**config.mk**
```make
export PLATFORM = sky130hd
export DESIGN_NAME = udp_rx
export DESIGN_NICKNAME = d
export VERILOG_FILES = /design/src/rtl/eth_pkg.sv /design/src/rtl/udp_rx.sv
export SDC_FILE = /design/constraint.sdc
export NUM_CORES = 1
export LEC_CHECK = 0
export ABC_AREA = 1
export CAP_MARGIN = 20
export CORE_ASPECT_RATIO = 1.4
export CORE_UTILIZATION = 47
export DETAILED_ROUTE_END_ITERATION = 10
export PLACE_DENSITY = 0.72
export SLEW_MARGIN = 20
export SYNTH_ARGS = -nofsm -noshare
export SYNTH_HDL_FRONTEND = slang
export SYNTH_SLANG_ARGS = --single-unit
export TNS_END_PERCENT = 20
```
**constraint.sdc**
```tcl
create_clock -name clk -period 2.2 [get_ports clk]
set_input_delay 0.33 -clock clk [delete_from_list [all_inputs] [get_ports clk]]
set_output_delay 0.33 -clock clk [all_outputs]
set_load 0.01 [all_outputs]
```
**src/rtl/eth_pkg.sv**
```systemverilog
// Shared Ethernet/IP receive-path definitions: UDP receiver state encodings,
// UDP header length and the IP protocol number that identifies UDP.
package eth_pkg;

    localparam logic [7:0] ST_IDLE = 8'd0;
    localparam logic [7:0] ST_WAIT = 8'd1;
    localparam logic [7:0] ST_WORK = 8'd2;
    localparam logic [7:0] ST_DONE = 8'd3;
    localparam logic [7:0] ST_HEAD = 8'd4;

    localparam logic [15:0] UDP_HLEN  = 16'd8;
    localparam logic [7:0]  UDP_PROTO = 8'h11;

endpackage

```
**src/rtl/udp_rx.sv**
```systemverilog
// UDP receive stage: strips the 8-byte UDP header from an IP payload and streams
// the datagram payload. Define UDP_PORT_FILTER_EN to accept only LOCAL_PORT.
module udp_rx
    import eth_pkg::*;
#(
    parameter logic [15:0] LOCAL_PORT = 16'h1F90,
    parameter logic [7:0]  UDP_PROTO  = eth_pkg::UDP_PROTO
) (
    input  logic        clk,
    input  logic        rst_n,
    input  logic [7:0]  rxd,
    input  logic        fs,
    output logic        fd,
    input  logic [7:0]  ip_mode,
    output logic [15:0] src_port,
    output logic [15:0] det_port,
    output logic [15:0] udp_len,
    output logic [7:0]  data,
    output logic        data_vld,
    output logic        data_last,
    output logic        err,
    output logic [7:0]  dbg_state
);

    // Handshake: fs high marks a frame; the first cycle it is sampled high in WAIT
    // carries no data, header byte 0 follows on the next cycle, one byte per cycle.
    // data_vld is a single-cycle qualifier for data (no backpressure).

`ifdef UDP_PORT_FILTER_EN
    localparam bit FILTER_EN = 1'b1;
`else
    localparam bit FILTER_EN = 1'b0;
`endif

    logic [7:0]  r_state;
    logic [15:0] r_cnt;
    logic [15:0] r_plen;
    logic [15:0] r_src_port;
    logic [15:0] r_det_port;
    logic [15:0] r_udp_len;
    logic [7:0]  r_data;
    logic        r_accept;
    logic        r_fs_q;
    logic        r_data_vld;
    logic        r_data_last;
    logic        r_err;

    logic        w_port_ok;
    logic        w_fs_rise;
    logic        w_last_byte;
    logic        w_len_bad;

    assign w_port_ok   = !FILTER_EN || (r_det_port == LOCAL_PORT);
    assign w_fs_rise   = fs && !r_fs_q;
    assign w_last_byte = (r_cnt == r_plen - 16'd1);
    assign w_len_bad   = (r_udp_len < UDP_HLEN);

    always_ff @(posedge clk or negedge rst_n) begin
        if (!rst_n) begin
            r_state     <= ST_IDLE;
            r_cnt       <= '0;
            r_plen      <= '0;
            r_src_port  <= '0;
            r_det_port  <= '0;
            r_udp_len   <= '0;
            r_data      <= '0;
            r_accept    <= 1'b0;
            // Starting high means an fs already asserted at release is not a frame start.
            r_fs_q      <= 1'b1;
            r_data_vld  <= 1'b0;
            r_data_last <= 1'b0;
            r_err       <= 1'b0;
        end else begin
            r_fs_q      <= fs;
            r_data_vld  <= 1'b0;
            r_data_last <= 1'b0;
            r_err       <= 1'b0;
            case (r_state)
                ST_IDLE: r_state <= ST_WAIT;
                ST_WAIT: begin
                    if (w_fs_rise) begin
                        r_state <= ST_HEAD;
                        r_cnt   <= '0;
                    end
                end
                ST_HEAD: begin
                    if (!fs) begin
                        r_state <= ST_WAIT;
                        r_err   <= 1'b1;
                        r_cnt   <= '0;
                    end else begin
                        case (r_cnt[2:0])
                            3'd0: r_src_port[15:8] <= rxd;
                            3'd1: r_src_port[7:0]  <= rxd;
                            3'd2: r_det_port[15:8] <= rxd;
                            3'd3: r_det_port[7:0]  <= rxd;
                            3'd4: r_udp_len[15:8]  <= rxd;
                            3'd5: r_udp_len[7:0]   <= rxd;
                            3'd6: r_plen <= w_len_bad ? 16'd0 : (r_udp_len - UDP_HLEN);
                            3'd7: begin
                                r_err    <= w_len_bad;
                                r_accept <= (ip_mode == UDP_PROTO) && w_port_ok;
                                r_state  <= (r_plen != 16'd0) ? ST_WORK : ST_DONE;
                            end
                        endcase
                        r_cnt <= (r_cnt[2:0] == 3'd7) ? 16'd0 : (r_cnt + 16'd1);
                    end
                end
                ST_WORK: begin
                    if (!fs) begin
                        r_state <= ST_WAIT;
                        r_err   <= 1'b1;
                        r_cnt   <= '0;
                    end else begin
                        // Rejected datagrams are still counted so DONE lines up with the frame.
                        if (r_accept) begin
                            r_data      <= rxd;
                            r_data_vld  <= 1'b1;
                            r_data_last <= w_last_byte;
                        end
                        if (w_last_byte) begin
                            r_state <= ST_DONE;
                            r_cnt   <= '0;
                        end else begin
                            r_cnt <= r_cnt + 16'd1;
                        end
                    end
                end
                ST_DONE: begin
                    if (!fs) r_state <= ST_WAIT;
                end
                default: r_state <= ST_IDLE;
            endcase
        end
    end

    assign fd        = (r_state == ST_DONE);
    assign src_port  = r_src_port;
    assign det_port  = r_det_port;
    assign udp_len   = r_udp_len;
    assign data      = r_data;
    assign data_vld  = r_data_vld;
    assign data_last = r_data_last;
    assign err       = r_err;
    assign dbg_state = r_state;

endmodule

```
==> results.cfg, run 1 <==
[status]
status = completed

[synth]
ys_warn_count = 0
async_flop_share = 1.000
synth.distinct_cells = 40
synth_edf_count = 0
synthFlopType = dfrtp_1
synth_top_area_frac = 0.4608
syn_area_per_cell_sq_um = 8.060
syn-cell-area_sq_um = 5159
syn_inst = 640
synthTopCellsByArea = dfrtp_1, nand2_1, inv_1
seq_area_frac_synth = 0.4659
yosys.area.top_type = dfrtp_1
ys_ff_latch = 96

[worst_setup_path]
path_max_fanout = 5
arrival_ns = 2.42
endpoint_kind = flip-flop
startpoint_type = flip-flop
crit_required_ns = 2.48
path_class = reg2reg

[routing]
antenna_left = 0
vias_per_cell = 5.057
drc_errors = 0
wl_um = 13320
dr_total_vias = 4450
avgRoutedWirePerCell_um = 15.13
dr.pass1.iters = 4
drt-initial-drc-count = 199

[sta]
worst_slew_pin_slew_ns = 0.5150
setup_slack_ns = 0.05708
min_period_ns = 2.143
fmax_mhz = 466.7
relSlewSlack = 0.6557
final-max-slew-violation-count = 0
rsz0062_at_grt = yes
hold_viol_final = 0
period_share = 0.9741
fin_skew_ns = 0.005847
final-setup-viol-count = 0

[clocking]
clock_path_buffers = 2
clk_pin_slew_ns = 0.07
h-tree-depth = 3
cts_tree = done
root_buffer = clkbuf_16
cts_buffers = 9
clk_latency_ns = 0.35
cts.sinks = 96

[placed_design]
dp_hpwl_um = 9948
io_buffers = 81
place_ws_ns = -0.009575
place_congestion = 0.9361
place_inst = 858

[cells_and_area]
final_cells = 880
area_growth_pct = 26.83
layout.nets = 764
antenna_cells = 0
drive_gt1_frac = 0.1159
final_cell_mix = nand2_1, dfrtp_1, clkdlybuf4s50_1
fin_util = 0.6222
mostFrequentLayoutCell = nand2_1

[floorplan]
rows = 44
dieArea_sq_um = 11410
die_h_um = 126.0
coreArea_sq_um = 10520
num_io_pins = 87
start_util = 0.4906
die_w_um = 90.55

[global_routing]
grt_pass1_vias = 4448
overflow = 0
grt_max_degree = 69
track_usage = 0.2429
grt_pass1_wl_um = 21610
antenna_found_initial = 0

[power_and_ir_drop]
peakVddDrop_mv = 0.6662
p_leak_nw = 3.189
p_per_area_nw_per_um2 = 849.0

[worst_hold_path]
hold_class = in2async

[flow_run]
maxCapViolations = 0
==> per-layer routing <==
layer  wire [um]  share of wire  track usage  vias to the layer above
met4         310          0.023      0.09013                        0
met2        6990           0.52       0.4394                       97
met5           0              0            0                        -
li1            -              -            -                     2215
met3         642          0.048      0.06159                       21
met1        5375           0.40       0.2729                     2117
==> worst max-delay path: stages (launching register included) <==
cell and delay [ns]:
dfrtp_1 0.40, inv_2 0.07, ha_4 0.27, inv_2 0.03
nand2_1 0.05, nand2_1 0.07, nor2_2 0.13, nand3_2 0.11
nor2_2 0.11, nand2_1 0.05, nor2_1 0.10, nand2_1 0.07
nor2_2 0.10, nand2_2 0.08, nand2_4 0.15, buf_6 0.12
nand4_1 0.08, nand2_1 0.10
==> power by group <==
| group | switching [W] | internal [W] | leakage [nW] |
|---|---|---|---|
| Clock | 0.000719 | 0.000782 | 0.134 |
| Combinational | 0.000930 | 0.000824 | 1.81 |
| Sequential | 0.000223 | 0.00208 | 1.25 |
| Total | 0.00187 | 0.00368 | 3.19 |
==> stage by stage <==
stage | hold slack, ns | area, sq um | TNS (ns) | total power, W
6_report | 0.4457 | 6543 | 0 | 0.005555
5_1_grt | 0.4899 | 6543 | -0.7924 | 0.005829
4_1_cts | 0.4568 | 6436 | 0 | 0.005537
3_5_place_dp | 0.2863 | 6147 | -0.009575 | 0.004020
3_3_place_gp | 0.2751 | 6147 | 0 | 0.003972
2_1_floorplan | 0.03441 | 5174 | 0 | 0.003136
==> state kept, by name (all words and copies together), names as in the netlist <==
register,flops
det_port,16
r_cnt,16
r_plen,16
src_port,16
udp_len,16
data,8
dbg_state,3
data_last,1
data_vld,1
err,1
r_accept,1
r_fs_q,1
==> synth_stat cells (4+ instances only) <==
master / number
o21ai_0: 59
ha_1: 8
nor3_4: 4
nand2_1: 172
nor3_1: 9
buf_4: 6
nand3_1: 35
nor2_1: 51
a21oi_1: 17
nor2_4: 7
nand4_1: 4
o22ai_1: 10
nor2_2: 5
nand2_2: 15
xnor2_1: 7
xor2_1: 21
inv_1: 80
clkbuf_1: 6
dfrtp_1: 95
==> cells by family (layout without fill, tap and decap cells) <==
group                      count (synthesis)  in the layout  share of synthesized area
and+or+nand+nor                          316            317                     0.2877
DFF                                       96             96                     0.4659
adders and majority gates                  8              8                    0.01940
other                                      1              5                  0.0007269
xor gates and xnor gates                  29             29                    0.05215
buffers and inverters                     98            195                    0.08004
AOI/OAI and AO/OA                         92             92                    0.09411
==> final timing paths <==
check | slack [ns] | cells past startpoint | startpoint | to
min in group clk | 0.48 | 2 | src_port[7]$_DFFE_PN0P_ | src_port[7]$_DFFE_PN0P_
worst min-delay path | 0.45 | 2 | rst_n | data[6]$_DFFE_PN0P_
worst min register to register | 0.48 | 2 | src_port[7]$_DFFE_PN0P_ | src_port[7]$_DFFE_PN0P_
max in group asynchronous | 1.07 | 3 | rst_n | src_port[8]$_DFFE_PN0P_
worst max register to register | 0.06 | 17 | r_plen[1]$_DFFE_PN0P_ | dbg_state[2]$_DFFE_PN0P_
worst max-delay path | 0.06 | 17 | r_plen[1]$_DFFE_PN0P_ | dbg_state[2]$_DFFE_PN0P_
==> layout make-up <==
type	instances	area, sq um
timing repair buffer	97	947.2
inverter	82	310.3
fill	902	3973
sequential	96	2404
clock inverter	6	47.55
multi-input combinational	451	2432
tap	138	172.7
clock buffer	10	229.0
==> repair_timing <==
item                                    in CTS  in global routing
gates cloned                                 0                  1
hold endpoints to repair                    27                  0
pin swaps                                    0                  8
endpoints found under the setup margin      14                 19
hold buffers                                 1                  0
buffers inserted                             0                  4
resized for setup                            2                 15
Note: power is estimated with default switching activity, not from simulation.
==> run 2: changes to the inputs <==
--- a/config.mk
+++ b/config.mk
@@ -10,7 +10,7 @@
 export CORE_ASPECT_RATIO = 1.4
 export CORE_UTILIZATION = 47
 export DETAILED_ROUTE_END_ITERATION = 10
-export PLACE_DENSITY = 0.72
+export PLACE_DENSITY = 0.75
 export SLEW_MARGIN = 20
 export SYNTH_ARGS = -nofsm -noshare
 export SYNTH_HDL_FRONTEND = slang
==> constraint.sdc (replaced) <==
create_clock -name clk -period 1.85 [get_ports clk]
set_input_delay 0.2775 -clock clk [delete_from_list [all_inputs] [get_ports clk]]
set_output_delay 0.2775 -clock clk [all_outputs]
set_load 0.01 [all_outputs]
==> results.cfg, run 2 (same netlist as run 1, synthesis figures left out) <==
[status]
status = complete, but fails checks
violations = negative setup slack

[power_and_ir_drop]
p_int_w = 0.004866
p_leak_nw = 3.514
pwr-share-clk = 0.305
peakVddDrop_mv = 0.8180
p_per_area_nw_per_um2 = 1002
combPwrFrac = 0.309
power.switching_w = 0.002240
switching_share = 0.3152
pwr-share-seq = 0.386

[floorplan]
coreArea_sq_um = 10520
rows = 44
start_util = 0.4906
dieArea_sq_um = 11410
die_h_um = 126.0
die_w_um = 90.55
num_io_pins = 87

[flow_run]
maxCapViolations = 0

[global_routing]
overflow = 0
track_usage = 0.2581
grt_pass1_vias = 4935
grt_max_degree = 43
grt_pass1_wl_um = 23220
antenna_found_initial = 0

[cells_and_area]
mostFrequentLayoutCell = nand2_1
drive_gt1_frac = 0.1909
fin_util = 0.6742
layout.nets = 814
antenna_cells = 0
area_growth_pct = 37.42
final_cell_mix = nand2_1, dfrtp_1, clkdlybuf4s50_1
design_area_sq_um = 7089

[sta]
relSlewSlack = 0.6249
fmax_mhz = 487.8
final-max-slew-violation-count = 0
period_share = 1.108
hold_viol_final = 0
rsz0062_at_grt = yes
fin_skew_ns = 0.008634
hold_slack_ns = 0.4619
setup_slack_ns = -0.2002
final-setup-viol-count = 19
worst_slew_pin_slew_ns = 0.5627
min_period_ns = 2.050

[routing]
vias_per_cell = 5.102
avgRoutedWirePerCell_um = 15.30
wl_um = 14210
dr.pass1.iters = 7
drt-initial-drc-count = 175
drc_errors = 0
dr_total_vias = 4740
antenna_left = 0

[placed_design]
place_congestion = 0.8895
dp_hpwl_um = 10500
post_dp_cell_area_sq_um = 6580
io_buffers = 81

[clocking]
cts.sinks = 96
h-tree-depth = 3
clk_pin_slew_ns = 0.07
cts_buffers = 9
root_buffer = clkbuf_16
clk_latency_ns = 0.35
clock_path_buffers = 2
cts_tree = done

[worst_setup_path]
critPathLaunch = r_plen[1]$_DFFE_PN0P_
startpoint_type = flip-flop
path_max_fanout = 8
crit_required_ns = 2.09
arrival_ns = 2.29
endpoint_kind = flip-flop
reg2reg_from = r_plen[1]$_DFFE_PN0P_
path_class = reg2reg

[worst_hold_path]
hold_class = in2async
==> run 2: power by group through the flow <==
stage,logic [W],registers [W],clock network [W]
floorplan,0.000840,0.00289,0
global placement,0.00206,0.00275,0
detailed placement,0.00211,0.00276,0
CTS,0.00215,0.00273,0.00217
global route,0.00240,0.00278,0.00225
finish,0.00220,0.00274,0.00216
==> run 2: worst paths after layout <==
| check | to | slack [ns] | cells after the start |
|---|---|---|---|
| max in group asynchronous | udp_len[4]$_DFFE_PN0P_ | 0.77 | 3 |
| worst max-delay path | r_cnt[4]$_DFFE_PN0P_ | -0.20 | 15 |
| worst max register to register | r_cnt[4]$_DFFE_PN0P_ | -0.20 | 15 |
| worst min register to register | data[2]$_DFFE_PN0P_ | 0.49 | 2 |
| min in group clk | data[2]$_DFFE_PN0P_ | 0.49 | 2 |
| worst min-delay path | dbg_state[0]$_DFFE_PN0P_ | 0.46 | 2 |
==> run 2: layer usage <==
| metal | global-route usage | routed length (um) |
|---|---|---|
| met1 | 0.2753 | 5399 |
| met2 | 0.4728 | 7565 |
| met3 | 0.05616 | 711 |
| met4 | 0.1328 | 537 |
| met5 | 0 | 0 |
==> run 2: worst max-delay path: stages, from the launching register on <==
cell and delay (ns):
dfrtp_1 0.39, buf_4 0.14, nor2_4 0.11, nand2_4 0.12, nor2_4 0.18, nand2_2 0.06
nand3_1 0.11, nand2_1 0.06, nor2_1 0.10, nand2_1 0.07, nor2_2 0.11, nand2_2 0.07
nand2_4 0.13, nand2_4 0.14, nand2_2 0.09, nand2_1 0.05
==> run 2: repair_timing <==
item,CTS,global route
hold buffers,1,0
gates resized for setup,8,26
pin swaps,1,13
hold endpoints to repair,37,0
cloned,1,1
endpoints found under the setup margin,20,60
buffers inserted,0,2
==> run 2: layout make-up <==
| type | instances | area, sq um |
|---|---|---|
| fill | 811 | 3426 |
| clock buffer | 9 | 225.2 |
| clock inverter | 6 | 115.1 |
| multi-input combinational | 452 | 2510 |
| inverter | 82 | 310.3 |
| sequential | 96 | 2405 |
| tap | 138 | 172.7 |
| timing repair buffer | 146 | 1351 |
==> run 2: metrics by stage <==
stage | TNS, ns | power, W | setup slack (ns) | cells
final | -3.218 | 0.007105 | -0.2002 | 929
after global routing | -6.821 | 0.007426 | -0.3657 | 929
after CTS | -2.981 | 0.007057 | -0.1867 | 926
after detailed placement | -3.776 | 0.004868 | -0.2299 | 909
after global placement | -3.372 | 0.004811 | -0.1947 | 909
after floorplan | -0.2124 | 0.003734 | -0.02781 | 644
